[src/rtl/rv32_pkg.sv]
// Shared constants and helpers for the RV32 writeback path.
package rv32_pkg;

    localparam int NREQ = 4;
    localparam int XLEN = 32;

    // Requester index doubles as the writeback source code.
    localparam logic [1:0] SRC_ALU    = 2'd0;
    localparam logic [1:0] SRC_BSHIFT = 2'd1;
    localparam logic [1:0] SRC_PC     = 2'd2;
    localparam logic [1:0] SRC_DATA   = 2'd3;

    localparam logic [4:0] REG_ZERO = 5'd0;

    // Pointer value that makes the next search begin at requester 0.
    localparam logic [1:0] LAST_GRANT_RST = 2'd3;

    // Index of the set bit of a one-hot (or zero) 4-bit vector.
    function automatic logic [1:0] onehot_to_idx(input logic [3:0] oh);
        logic [1:0] idx;
        idx = 2'd0;
        for (int i = 0; i < 4; i++) begin
            if (oh[i]) idx = 2'(i);
        end
        return idx;
    endfunction

endpackage

[src/rtl/rv32_rr_arbiter4.sv]
// Four-way round-robin arbiter; the search starts just after the last winner.
module rv32_rr_arbiter4
    import rv32_pkg::*;
(
    input  logic            i_clk,
    input  logic            i_rst,
    input  logic [NREQ-1:0] i_req,
    input  logic            i_advance,
    input  logic            i_clear,
    output logic [NREQ-1:0] o_grant
);

    logic [1:0] r_last_grant;
    logic [1:0] w_idx;
    logic       w_found;

    // Walk the requesters from last_grant+1, wrapping, and grant the first valid one.
    always_comb begin
        o_grant = '0;
        w_idx   = 2'd0;
        w_found = 1'b0;
        for (int k = 1; k <= NREQ; k++) begin
            w_idx = r_last_grant + 2'(k);
            if (!w_found && i_req[w_idx]) begin
                o_grant[w_idx] = 1'b1;
                w_found        = 1'b1;
            end
        end
    end

    // Pointer update: clear restores the reset position, a completed grant moves it.
    always_ff @(posedge i_clk or posedge i_rst) begin
        if (i_rst) begin
            r_last_grant <= LAST_GRANT_RST;
        end else if (i_clear) begin
            r_last_grant <= LAST_GRANT_RST;
        end else if (i_advance) begin
            r_last_grant <= onehot_to_idx(o_grant);
        end
    end

endmodule

[src/rtl/rv32_writeback_arbiter.sv]
// Register-bank write-port arbiter with a pending-destination scoreboard for RAW stalls.
module rv32_writeback_arbiter
    import rv32_pkg::*;
(
    input  logic              i_clk,
    input  logic              i_rst,
    input  logic [NREQ-1:0]   i_req_valid,
    input  logic [5*NREQ-1:0] i_req_rd,
    input  logic [XLEN*NREQ-1:0] i_req_data,
    output logic [NREQ-1:0]   o_req_ready,
    output logic              o_wr_en,
    output logic [4:0]        o_wr_addr,
    output logic [XLEN-1:0]   o_wr_data,
    output logic [1:0]        o_wr_src,
    input  logic              i_iss_valid,
    input  logic [4:0]        i_iss_rd,
    input  logic [4:0]        i_rs1,
    input  logic [4:0]        i_rs2,
    output logic              o_hazard,
    input  logic              i_flush,
    output logic              o_busy
);

    logic [NREQ-1:0] w_grant;
    logic            w_xfer;
    logic [1:0]      w_win_idx;
    logic [4:0]      w_win_rd;
    logic [XLEN-1:0] w_win_data;
    logic            w_commit;
    logic [31:0]     r_pending;
    logic [31:0]     w_pending_nxt;

    rv32_rr_arbiter4 u_arb (
        .i_clk     (i_clk),
        .i_rst     (i_rst),
        .i_req     (i_req_valid),
        .i_advance (w_xfer),
        .i_clear   (i_flush),
        .o_grant   (w_grant)
    );

    assign o_req_ready = w_grant;
    assign w_xfer      = |(w_grant & i_req_valid);
    assign w_win_idx   = onehot_to_idx(w_grant);

    // Select the winning requester's destination and data.
    always_comb begin
        w_win_rd   = i_req_rd[4:0];
        w_win_data = i_req_data[XLEN-1:0];
        case (w_win_idx)
            SRC_ALU: begin
                w_win_rd   = i_req_rd[4:0];
                w_win_data = i_req_data[XLEN-1:0];
            end
            SRC_BSHIFT: begin
                w_win_rd   = i_req_rd[9:5];
                w_win_data = i_req_data[2*XLEN-1:XLEN];
            end
            SRC_PC: begin
                w_win_rd   = i_req_rd[14:10];
                w_win_data = i_req_data[3*XLEN-1:2*XLEN];
            end
            default: begin
                w_win_rd   = i_req_rd[19:15];
                w_win_data = i_req_data[4*XLEN-1:3*XLEN];
            end
        endcase
    end

    // Writes to x0 still complete the grant but never reach the bank.
    assign w_commit = w_xfer && (w_win_rd != REG_ZERO);

    // Register the winning write; without a grant only the enable drops.
    always_ff @(posedge i_clk or posedge i_rst) begin
        if (i_rst) begin
            o_wr_en   <= 1'b0;
            o_wr_addr <= REG_ZERO;
            o_wr_data <= '0;
            o_wr_src  <= SRC_ALU;
        end else begin
            o_wr_en <= w_commit;
            if (w_xfer) begin
                o_wr_addr <= w_win_rd;
                o_wr_data <= w_win_data;
                o_wr_src  <= w_win_idx;
            end
        end
    end

    // Scoreboard next state: commit clears, a same-cycle issue re-sets, flush wipes all.
    always_comb begin
        w_pending_nxt = r_pending;
        if (w_commit) w_pending_nxt[w_win_rd] = 1'b0;
        if (i_iss_valid && (i_iss_rd != REG_ZERO)) w_pending_nxt[i_iss_rd] = 1'b1;
        if (i_flush) w_pending_nxt = '0;
        w_pending_nxt[0] = 1'b0;
    end

    // Scoreboard and busy register together so busy tracks the stored bits exactly.
    always_ff @(posedge i_clk or posedge i_rst) begin
        if (i_rst) begin
            r_pending <= '0;
            o_busy    <= 1'b0;
        end else begin
            r_pending <= w_pending_nxt;
            o_busy    <= |w_pending_nxt;
        end
    end

    // No bypass: a register committing this cycle still stalls until the edge.
    assign o_hazard = ((i_rs1 != REG_ZERO) && r_pending[i_rs1]) ||
                      ((i_rs2 != REG_ZERO) && r_pending[i_rs2]);

endmodule

[config.mk]
export PLATFORM = sky130hd
export DESIGN_NAME = rv32_writeback_arbiter
export DESIGN_NICKNAME = d
export VERILOG_FILES = /design/src/rtl/rv32_pkg.sv /design/src/rtl/rv32_rr_arbiter4.sv /design/src/rtl/rv32_writeback_arbiter.sv
export SDC_FILE = /design/constraint.sdc
export NUM_CORES = 1
export LEC_CHECK = 0
export BUFFER_PORTS_ARGS = -buffer_cell sky130_fd_sc_hd__buf_2
export CAP_MARGIN = 40
export CORE_ASPECT_RATIO = 1.25
export CORE_MARGIN = 5
export CORE_UTILIZATION = 53
export DETAILED_ROUTE_END_ITERATION = 10
export PLACE_DENSITY = 0.87
export SLEW_MARGIN = 20
export SYNTH_ARGS = -nofsm -noshare
export SYNTH_HDL_FRONTEND = slang
export SYNTH_SLANG_ARGS = --single-unit
[constraint.sdc]
create_clock -name i_clk -period 11.5 [get_ports i_clk]
set_input_delay 2.875 -clock i_clk [delete_from_list [all_inputs] [get_ports i_clk]]
set_output_delay 2.875 -clock i_clk [all_outputs]
set_load 0.05 [all_outputs]
==> qor.yml, run 1 <==
pre_cts_ws_ns: 3.99
path_clk_slew_ns: 0.06
final_common_cell: "buf_2"
crit-reg2reg-launch: "u_arb.r_last_grant[0]"
synth_ff_type: "dfrtp_1"
power_leakage_nw: 3.11
rsz0062_at_grt: "no"
holdWs_ns: 0.526
hold_viol_final: 0
critPathCaptureType: "primary output"
status: "complete, but fails checks"
fin_skew_ns: 0.00949
die-area_um2: 12100
synth_compound_area_share_pct: 25.3
worstSetupStartpoint: "i_rs1[0]"
drt_first_pass_iters: 8
clock_sinks: 74
tns_ns: 0
portBuffers: 216
multi_input_area_um2: 3230
cts_buffers: 9
async_flop_share_pct: 100
insertion_delay_ns: 0.33
grt_pass1_vias: 5689
cp_max_fo: 9
final-max-slew-violation-count: 0
fp.dieW_um: 99.4
grtUsageTotal_pct: 31.1
synth-simple-area-share_pct: 16.7
cts_resized: 0
ys_types: 62
seq_area_um2: 1850
drcViolationCount: 1
cts.root.buffer_cell: "clkbuf_16"
cap_viol_max_count: 0
start_util_pct: 54.5
dpl.hpwl_um: 14900
wirelength_um: 19000
core_area_um2: 9710
syn_area_um2: 5290
relSlewSlack_pct: 36.6
drt_iter0_drc: 347
drive_above_1_share_pct: 35.3
synth_top_family_by_area: "compound AO/OA/AOI/OAI gates"
clock_path_buffers: 2
crit_required_ns: 8.63
syn_avg_cell_area_um2: 8.79
synth-seq-cells: 74
critPathLaunchType: "primary input"
grt_pass1_wl_um: 29300
violations: "DRC"
arrival_ns: 4.57
power_density_nw_per_um2: 303
cts_max_level: 3
nets: 972
layout_min_cycle_time_ns: 7.45
yosys-top-cells-area: "dfrtp_1, a21oi_1, mux4_2, mux2i_1, nor2_1"
viasPerCell: 6.19
crit_type: "primary input to primary output"
max_freq_mhz: 134
grt_max_degree: 85
wire_per_inst_um: 20.6
r2r_slack_ns: 5.42
io_pins: 217
synth_cells: 602
synth_xor_area_share_pct: 0
grt_overflow: 0
dieHeight_um: 122
hold_path_class: "flop to flop"
setup_viol: 0
setup_slack_ns: 4.05
cts_setup_buffers: 0
synthAdderAreaFrac_pct: 1.65
cts_tree: "done"
peakVddDrop_mv: 0.233
ant_nets: 0
ys_warn_count: 0
period_share_pct: 64.8
synth_area_leader_cell: "dfrtp_1"
min-delay-start: "o_wr_data[5]"
synthToLayoutAreaGrowth_pct: 28.9
ctsHoldBuffers: 0
final_cell_mix: "buf_2, a21oi_1, nor2_1, dfrtp_1, nand2_1"
routabilityCongestion: 1.08
worst_pin_slew_ns: 0.952
fin_util_pct: 70.3
synth.mux.area_fraction_pct: 17.1
via_count: 5731
ys_seq_area_share_pct: 35.0
antenna_found_initial: 1
synth_top_area_share_pct: 34.0
p_total_mw: 2.07
nFillCells: 787
fp-row-count: 40
synth_nets: 780
synth-edff-count: 0
## report_power, final
part           switching, mW  internal [mW]  total [mW]
logic                  0.928          0.400        1.33
registers             0.0580          0.349       0.407
clock network          0.109          0.225       0.334
## registers in the layout, indices dropped and copies added, names as in the netlist
signal,count
o_busy,1
o_wr_addr,5
o_wr_data,32
o_wr_en,1
o_wr_src,2
r_pending,31
u_arb.r_last_grant,2
## through the flow
| stage | area, um2 | cells |
|---|---|---|
| 3_3_place_gp | 6410 | 906 |
| 3_5_place_dp | 6450 | 908 |
| 2_1_floorplan | 5290 | 602 |
| 5_1_grt | 6820 | 926 |
| 6_report | 6820 | 926 |
| 4_1_cts | 6810 | 924 |
## synth_stat cells (4+ instances only)
cell / number
nand3b_1: 5
mux2_2: 5
nand2_1: 50
inv_1: 10
o22ai_1: 7
a21oi_1: 96
dfrtp_1: 72
nand3_1: 10
nor3_1: 5
and2_1: 5
a41oi_1: 9
buf_1: 12
a211oi_1: 33
o21ai_0: 28
clkbuf_1: 27
nor3b_1: 4
nor4_1: 4
mux2i_1: 38
ha_1: 7
mux4_2: 19
nand2b_1: 6
or4_1: 6
o221a_2: 4
nor2_1: 81
## critical path, cell delays in order
cell and delay, ns:
buf_2 0.24, mux4_2 0.56, mux4_2 0.48, mux2i_1 0.14, nand2_1 0.06, buf_2 0.21
## worst paths after layout
check / cells after the start / endpoint
setup / recovery: 6 / o_hazard
max in group asynchronous: 4 / u_arb.r_last_grant[0]
hold reg to reg: 2 / o_wr_data[5]
setup reg to reg: 16 / o_busy
hold / removal: 2 / o_wr_data[5]
min in group asynchronous: 3 / o_wr_addr[3]
## cells by family after synthesis
group                      Yosys count
AOI/OAI and AO/OA                  210
adders and majority gates            7
buffers and inverters               55
DFF                                 74
muxes                               65
and+or+nand+nor                    191
## layer usage
metal | vias up | GRT usage (%) | routed length (um) | share of wire [%]
met5 | - | 0 | 0 | 0
met4 | 0 | 18.4 | 1020 | 5.3
met3 | 68 | 7.16 | 2160 | 11
met2 | 396 | 52.1 | 9330 | 49
met1 | 2630 | 36.2 | 6530 | 34
li1 | 2637 | - | - | -
## final cells by class
| cell class | count | share of cell area (%) |
|---|---|---|
| clock buffer | 11 | 3.70 |
| sequential | 74 | 27.2 |
| clock inverter | 5 | 1.58 |
| antenna | 1 | 0.0367 |
| inverter | 11 | 0.605 |
| multi-input combinational | 473 | 47.4 |
| timing repair buffer | 225 | 17.2 |
| tap | 126 | 2.31 |
No activity file was read; power rests on OpenSTA's default activity.
==> inputs of run 2 (changes only) <==
--- a/config.mk
+++ b/config.mk
@@ -9,9 +9,9 @@
 export CAP_MARGIN = 40
 export CORE_ASPECT_RATIO = 1.25
 export CORE_MARGIN = 5
-export CORE_UTILIZATION = 53
+export CORE_UTILIZATION = 45
 export DETAILED_ROUTE_END_ITERATION = 10
-export PLACE_DENSITY = 0.87
+export PLACE_DENSITY = 0.78
 export SLEW_MARGIN = 20
 export SYNTH_ARGS = -nofsm -noshare
 export SYNTH_HDL_FRONTEND = slang
==> constraint.sdc (replaced) <==
create_clock -name i_clk -period 5.97 [get_ports i_clk]
set_input_delay 1.4925 -clock i_clk [delete_from_list [all_inputs] [get_ports i_clk]]
set_output_delay 1.4925 -clock i_clk [all_outputs]
set_load 0.05 [all_outputs]
==> run 2 against run 1 <==
  * The flow now finishes without violations
  * Critical path depth increased by 9
  * Wire length decreased by 9.1%
  * Largest power group unchanged
  * Register-to-register slack got worse by 5.0 ns
  * Die area increased by 16%
  * Critical path type is now flop to flop
  * Largest cell class unchanged
  * Clock skew decreased by 0.0047 ns
==> qor.yml, run 2 (synthesized netlist as in run 1, its figures left out) <==
status: "completed"
fp.dieW_um: 107  # +7.7%
clock_sinks: 74  # unchanged
largest_register_ffs: 32  # unchanged
core_area_um2: 11600  # +19%
hold_viol_final: 0  # unchanged
peakVddDrop_mv: 0.360  # +55%
antenna_cells_inserted: 0  # -1
largestRegisters: "o_wr_data: 32 flops, r_pending: 31 flops, o_wr_addr: 5 flops"
wire_per_inst_um: 18.4  # -10%
io_pins: 217  # unchanged
cp_max_fo: 67  # +58
clock_path_buffers: 2  # unchanged
cts_tree: "done"
grtUsageTotal_pct: 24.4  # -6.7 points
final-max-slew-violation-count: 0  # unchanged
wirelength_um: 17300  # -9.1%
viasPerCell: 5.93  # -4.3%
hold_path_class: "flop to flop"
setup_viol: 0  # unchanged
tns_ns: 0  # unchanged
routabilityCongestion: 0.906  # -17%
start_util_pct: 45.8  # -8.7 points
critPathLaunchType: "flop"
power_leakage_nw: 3.10  # -0.46%
fin_skew_ns: 0.00476  # -0.00473 ns
cap_viol_max_count: 0  # unchanged
dieHeight_um: 131  # +7.8%
crit_required_ns: 6.16  # -2.47 ns
grt_overflow: 0  # unchanged
critPathCaptureType: "flop"
cts_max_level: 3  # unchanged
dpl.hpwl_um: 13400  # -9.9%
final_cell_mix: "buf_2, a21oi_1, nor2_1, dfrtp_1, nand2_1"
antenna_found_initial: 1  # unchanged
via_count: 5564  # -2.9%
cts_buffers: 9  # unchanged
insertion_delay_ns: 0.33  # about the same
synthToLayoutAreaGrowth_pct: 28.9  # unchanged
ctsHoldBuffers: 0  # unchanged
placed_area_um2: 6480  # +0.43%
grt_max_degree: 71  # -16%
grt_pass1_vias: 5411  # -4.9%
fp-row-count: 44  # +10%
power_density_nw_per_um2: 572  # +89%
grt_pass1_wl_um: 27300  # -6.8%
die-area_um2: 14000  # +16%
drt_iter0_drc: 325  # -6.3%
worst_pin_slew_ns: 0.836  # -0.116 ns
layout_min_cycle_time_ns: 5.53
drt_first_pass_iters: 8  # unchanged
regMostFlops: "o_wr_data"
portBuffers: 216  # unchanged
arrival_ns: 5.72  # +1.15 ns
nFillCells: 1037  # +32%
nets: 974  # +0.21%
cts.root.buffer_cell: "clkbuf_16"
drcViolationCount: 0  # -1
setup_slack_ns: 0.438  # -3.61 ns
ant_nets: 0  # unchanged
final_common_cell: "buf_2"
relSlewSlack_pct: 42.8  # +6.3 points
max_freq_mhz: 181
crit_type: "flop to flop"
drive_above_1_share_pct: 35.7  # +0.41 points
period_share_pct: 92.7
path_clk_slew_ns: 0.06  # about the same
fin_area_um2: 6820  # unchanged
rsz0062_at_grt: "no"
pre_cts_ws_ns: 0.118  # -3.87 ns
run 2: path summary, 6_finish.rpt:
path,start,to,slack [ns],cells after the start
max,u_arb.r_last_grant[0],o_busy,0.44,15
max in group asynchronous,i_rst,u_arb.r_last_grant[1],4.11,4
min in group asynchronous,i_rst,o_wr_data[3],1.23,3
max reg2reg,u_arb.r_last_grant[0],o_busy,0.44,15
min reg2reg,o_wr_data[21],o_wr_data[21],0.52,2
min,o_wr_data[21],o_wr_data[21],0.52,2
run 2: cell type report:
type	count	area [um2]	area share [%]
Clock buffer	12	267	3.91
Clock inverter	4	72.6	1.06
Inverter	11	41.3	0.605
Multi-Input combinational cell	473	3240	47.5
Sequential cell	74	1850	27.2
Tap cell	138	173	2.53
Timing Repair Buffer	227	1180	17.3
run 2: power breakdown:
group          leakage [nW]  total [mW]  switching [mW]  internal (mW)
Sequential            0.915       0.778           0.106          0.671
Clock                 0.165       0.608           0.208          0.399
Combinational          2.02        2.52            1.75          0.775
run 2: stage by stage:
stage / instances / utilization (%) / hold WS, ns / total power [mW]
floorplan: 602 / - / 0.535 / 2.69
global placement: 920 / 55.7 / 0.503 / 3.24
detailed placement: 923 / 56.0 / 0.509 / 3.28
CTS: 939 / 59.0 / 0.521 / 3.90
global route: 939 / 59.0 / 0.538 / 4.19
finish: 939 / 59.0 / 0.522 / 3.91
run 2: what timing repair did:
item | 4_1_cts | 5_1_grt
endpoints found under the setup margin | 0 | 1
setup buffers | 0 | 0
hold endpoints to repair | 0 | 0
gates resized for setup | 0 | 2
run 2: layer usage:
metal	wire length [um]	up-vias	share of wire (%)	track usage (%)
li1	-	2653	-	-
met1	6390	2570	37	29.5
met2	8780	300	51	41.9
met3	1620	39	9.4	6.04
met4	496	2	2.9	9.10
met5	9	-	0.052	0
run 2: worst max-delay path, stage by stage (launching register included):
cell and delay, ns:
dfstp_2 0.74, inv_1 0.20, ha_1 0.39, mux2i_1 0.37, mux2_2 0.24, a2111oi_0 0.15
o31ai_4 0.63, buf_6 0.45, nand2_1 0.13, nand2_2 0.25, nand3b_1 0.11, buf_4 0.20
o41a_1 0.39, or4_1 0.48, nor4_1 0.48, nand4_1 0.15
